**src/rtl/daq_strobe_gen.sv**
```systemverilog
// Per-channel power-of-two sample-strobe generator with glitch-free rate changes and phase-align sync.
// Define DAQ_STROBE_COUNT_EN to build the per-channel sample counters and sticky overflow flags.

module daq_strobe_lane #(
  parameter int SEL_WIDTH = 3,
  parameter int CNT_WIDTH = 16
) (
  input  logic                 clk,
  input  logic                 rst_n,
  input  logic [SEL_WIDTH-1:0] sel,
  input  logic                 en,
  input  logic                 sync,
  input  logic                 clr,
  output logic                 strobe,
  output logic [CNT_WIDTH-1:0] cnt,
  output logic                 ovf
);
  localparam int DW = (1 << SEL_WIDTH) - 1;
  localparam logic [DW:0] ONE = 1;

  logic [DW-1:0]        div_cnt;
  logic [SEL_WIDTH-1:0] sel_q;
  logic [DW:0]          span;
  logic [DW:0]          last;
  logic                 term;
  logic                 strobe_set;

  assign span       = ONE << sel_q;
  assign last       = span - ONE;
  assign term       = (div_cnt == last[DW-1:0]);
  assign strobe_set = !sync && en && term;

  // sel_q only reloads at a period boundary (or while idle/synced), so a
  // rate change never shortens or stretches the period in flight.
  always_ff @(posedge clk or negedge rst_n) begin
    if (!rst_n) begin
      div_cnt <= '0;
      sel_q   <= '0;
      strobe  <= 1'b0;
    end else if (sync || !en) begin
      div_cnt <= '0;
      sel_q   <= sel;
      strobe  <= 1'b0;
    end else if (term) begin
      div_cnt <= '0;
      sel_q   <= sel;
      strobe  <= 1'b1;
    end else begin
      div_cnt <= div_cnt + DW'(1);
      strobe  <= 1'b0;
    end
  end

`ifdef DAQ_STROBE_COUNT_EN
  // Clear wins over the old count but not over a strobe landing on the same edge.
  always_ff @(posedge clk or negedge rst_n) begin
    if (!rst_n) begin
      cnt <= '0;
      ovf <= 1'b0;
    end else if (clr) begin
      cnt <= strobe_set ? CNT_WIDTH'(1) : '0;
      ovf <= 1'b0;
    end else if (strobe_set) begin
      cnt <= cnt + CNT_WIDTH'(1);
      if (&cnt) ovf <= 1'b1;
    end
  end
`else
  logic unused_clr;
  assign unused_clr = clr;
  assign cnt        = '0;
  assign ovf        = 1'b0;
`endif

endmodule

module daq_strobe_gen #(
  parameter int NUM_CHANNELS = 4,
  parameter int SEL_WIDTH    = 3,
  parameter int CNT_WIDTH    = 16
) (
  input  logic                              wb_clk,
  input  logic                              wb_rst_n,
  input  logic [NUM_CHANNELS*SEL_WIDTH-1:0] speed_select,
  input  logic [NUM_CHANNELS-1:0]           channel_enable,
  input  logic                              sync_i,
  input  logic [NUM_CHANNELS-1:0]           count_clear_i,
  output logic [NUM_CHANNELS-1:0]           strobe_o,
  output logic [NUM_CHANNELS*CNT_WIDTH-1:0] sample_count_o,
  output logic [NUM_CHANNELS-1:0]           overflow_o
);
  logic [NUM_CHANNELS-1:0][SEL_WIDTH-1:0] sel_arr;
  logic [NUM_CHANNELS-1:0][CNT_WIDTH-1:0] cnt_arr;

  assign sel_arr        = speed_select;
  assign sample_count_o = cnt_arr;

  for (genvar g = 0; g < NUM_CHANNELS; g++) begin : g_lane
    daq_strobe_lane #(
      .SEL_WIDTH(SEL_WIDTH),
      .CNT_WIDTH(CNT_WIDTH)
    ) u_lane (
      .clk   (wb_clk),
      .rst_n (wb_rst_n),
      .sel   (sel_arr[g]),
      .en    (channel_enable[g]),
      .sync  (sync_i),
      .clr   (count_clear_i[g]),
      .strobe(strobe_o[g]),
      .cnt   (cnt_arr[g]),
      .ovf   (overflow_o[g])
    );
  end

endmodule
```
**config.mk**
```make
export PLATFORM = sky130hd
export DESIGN_NAME = daq_strobe_gen
export DESIGN_NICKNAME = d
export VERILOG_FILES = /design/src/rtl/daq_strobe_gen.sv
export SDC_FILE = /design/constraint.sdc
export NUM_CORES = 1
export LEC_CHECK = 0
export BUFFER_PORTS_ARGS = -buffer_cell sky130_fd_sc_hd__buf_2
export CORE_ASPECT_RATIO = 0.9
export CORE_MARGIN = 2
export CORE_UTILIZATION = 50
export DETAILED_ROUTE_END_ITERATION = 7
export GPL_TIMING_DRIVEN = 0
export MAX_ROUTING_LAYER = met4
export PLACE_DENSITY = 0.83
export SLEW_MARGIN = 20
export SYNTH_ARGS = -nofsm -noshare
export SYNTH_HDL_FRONTEND = slang
export SYNTH_SLANG_ARGS = --single-unit
```
**constraint.sdc**
```tcl
create_clock -name wb_clk -period 5.6 [get_ports wb_clk]
set_input_delay 0.56 -clock wb_clk [delete_from_list [all_inputs] [get_ports wb_clk]]
set_output_delay 0.56 -clock wb_clk [all_outputs]
set_load 0.02 [all_outputs]
```
==> metrics.cfg <==
[outcome]
status=finished clean

[floorplan]
core_mm2=0.00566
initial_core_util_pct=51.5
die_h_um=76.5
die_w_um=84.5
pin_count=95
rows=26
dieArea_mm2=0.00646

[clocking]
post_cts_buffers=0
ctsHtreeMaxLevel=2
clockBufferDepth=2
cts_buffers=5
cts.root.buffer_cell=clkbuf_8
cts_resized=0
path_clk_slew_ns=0.08
tritoncts=done
clock_latency_ns=0.29
cts_sinks=44
hold_buffers=0

[synth]
synth-async-reset-ratio_pct=100
yosysTopAreaCellShare_pct=37.7
synth_fa_ha_area_share_pct=1.72
ys_warn_count=0
synth_area_mm2=0.00292
ys_seq_area_share_pct=37.7
postSynthCellCount=309
synthSimpleGateAreaFrac_pct=15.1
synth-compound-area-share_pct=12.1
synth.area.mux_share_pct=4.63
avgSynthCellArea_um2=9.44
synth_top_family_by_area=buffers and inverters
ys_types=54
yosys.area.top_type=dfrtp_1
synthTopCellsByArea=dfrtp_1 (38%), buf_4 (19%), nor2_1 (4.6%)
synth_enable_flop_cells=0
ys_ff_latch=44
synth_xor_area_share_pct=6.90
synth-main-ff-cell=dfrtp_1

[timing]
fmax_mhz=428
setup_viol=0
rsz0062_at_grt=no
timing.final.crit_share_pct=41.7
hold_viol=0
layout_min_cycle_time_ns=2.34
worstMarginPinSlew_ns=0.731
relSlewSlack_pct=51.2
finalClockSkew_ns=0.00385
drv_slew=0
tns_ns=0

[routing]
wl_um=4910
route.detailed.drc=0
first_iter_violations=55
num_vias=2149
routedWlPerCell_um=10.3
routed_via_density=4.52
dr.pass1.iters=4
ant_nets=0

[run]
maxCapViolCount=0

[critical_path]
worstSetupPathType=register to register
required_ns=5.78
crit_family=compound AO/OA/AOI/OAI gates
critPathMaxFanout=10
crit_path_end_kind=register
worstSetupStartpointType=register
critPathBufInv=1
worstPathArrival_ns=2.52
critPathSlowestCell=o311ai_4
path_cells=inv_1 > a2111oi_0 > o21ai_0 > o311ai_4 > mux2_2
cpPeakStageDelay_ns=0.52

[final_layout]
nFillCells=526
finalNetCount=432
layout_commonest_cell=buf_4
area_delta_synth_final_pct=18.1
regArea_mm2=0.00110
n_antenna_cell=0
drive_gt1_share_pct=31.9
layout_common_cells=buf_4 (73), conb_1 (68), dfrtp_1 (44), nor2_1 (36), buf_2 (24)
multi_input_area_mm2=0.00144

[power_and_ir_drop]
p_leak_nw=1.74
power.density_mw_per_mm2=200
finalPower_mw=0.689
peakVddDrop_v=0.000129

[placement]
portBuffers=22
gp_congestion=0.862
dp_hpwl_um=3670

[global_route]
antenna_found_initial=0
grt_use_total_pct=16.1
gr-total-overflow=0
grt_pass1_wl_um=8410
grt_max_degree=45
grt_pass1_vias=1947

[min_path]
min_path_type=input pin to asynchronous set/reset pin

cells in the mapped netlist, types with 2 or more instances:
library cell,instances
o21ai_0,7
a21oi_1,4
xor2_1,9
nor2_1,36
dfrtp_1,44
o21ai_2,2
a2111oi_0,3
nor3b_1,2
mux2_2,12
o311ai_4,2
a211oi_1,3
buf_2,3
a31oi_1,3
clkbuf_1,2
clkbuf_2,2
and3_1,3
nand2_1,16
nand4_1,3
inv_1,10
xnor2_1,14
or3_1,2
nor3_1,6
nand3_1,12
buf_4,72
ha_1,4
nor4_1,4
buf_6,2
state kept, by name, summed over array words and instances, names as in the netlist:
register,cells
g_lane.u_lane.sel_q,12
g_lane.u_lane.strobe,4
g_lane.u_lane.div_cnt,28
worst paths after layout:
path / start / slack, ns / depth (start not counted) / to
max: g_lane[0].u_lane.sel_q[1] / 3.26 / 5 / g_lane[0].u_lane.sel_q[2]
min in group wb_clk: speed_select[4] / 0.49 / 2 / g_lane[1].u_lane.sel_q[1]
min reg2reg: g_lane[1].u_lane.div_cnt[0] / 0.52 / 1 / g_lane[1].u_lane.div_cnt[0]
max reg2reg: g_lane[0].u_lane.sel_q[1] / 3.26 / 5 / g_lane[0].u_lane.sel_q[2]
max in group asynchronous: wb_rst_n / 5.00 / 1 / g_lane[0].u_lane.div_cnt[2]
min: wb_rst_n / 0.25 / 1 / g_lane[0].u_lane.div_cnt[6]
per-layer routing:
metal	share of wire (%)	vias up	wire [um]	global-route usage [%]
met5	0	-	0	-
met4	1.3	0	63	4.76
met3	8.8	7	433	4.33
met2	47	77	2300	25.9
met1	43	956	2110	19.9
li1	-	1109	-	-
power by group:
part / switching [mW] / internal [mW] / leakage [nW]
Sequential: 0.0111 / 0.328 / 0.583
Combinational: 0.0932 / 0.0675 / 1.12
Clock: 0.104 / 0.0850 / 0.0410
cell type report:
cell class                      count  share of cell area, %
Inverter                           10                   1.09
Sequential cell                    44                   31.9
Buffer                             81                   17.3
Clock inverter                      1                  0.145
Multi-Input combinational cell    241                   41.6
Tap cell                           70                   2.54
Timing Repair Buffer               22                   3.27
Clock buffer                        6                   2.11
kinds of logic (layout without fill, tap and decap cells):
kind of cell / Yosys count / in the layout
AND/OR/NAND/NOR: 93 / 93
multiplexers: 12 / 12
AO/OA/AOI/OAI: 41 / 41
other: 1 / 68
flip-flops: 44 / 44
adder cells (fa/ha/maj): 4 / 4
XOR/XNOR: 23 / 23
buffers and inverters: 91 / 120
through the flow:
stage	std cells	worst slack [ns]	utilization, %	hold slack (ns)	area (um^2)
floorplan	376	3.51	-	0.264	3170
global placement	468	3.37	59.5	0.503	3370
detailed placement	468	3.27	59.5	0.514	3370
CTS	475	3.24	60.9	0.446	3440
global route	475	3.19	60.9	0.290	3450
finish	475	3.26	60.9	0.246	3450
Note: power is estimated with default switching activity, not from simulation.
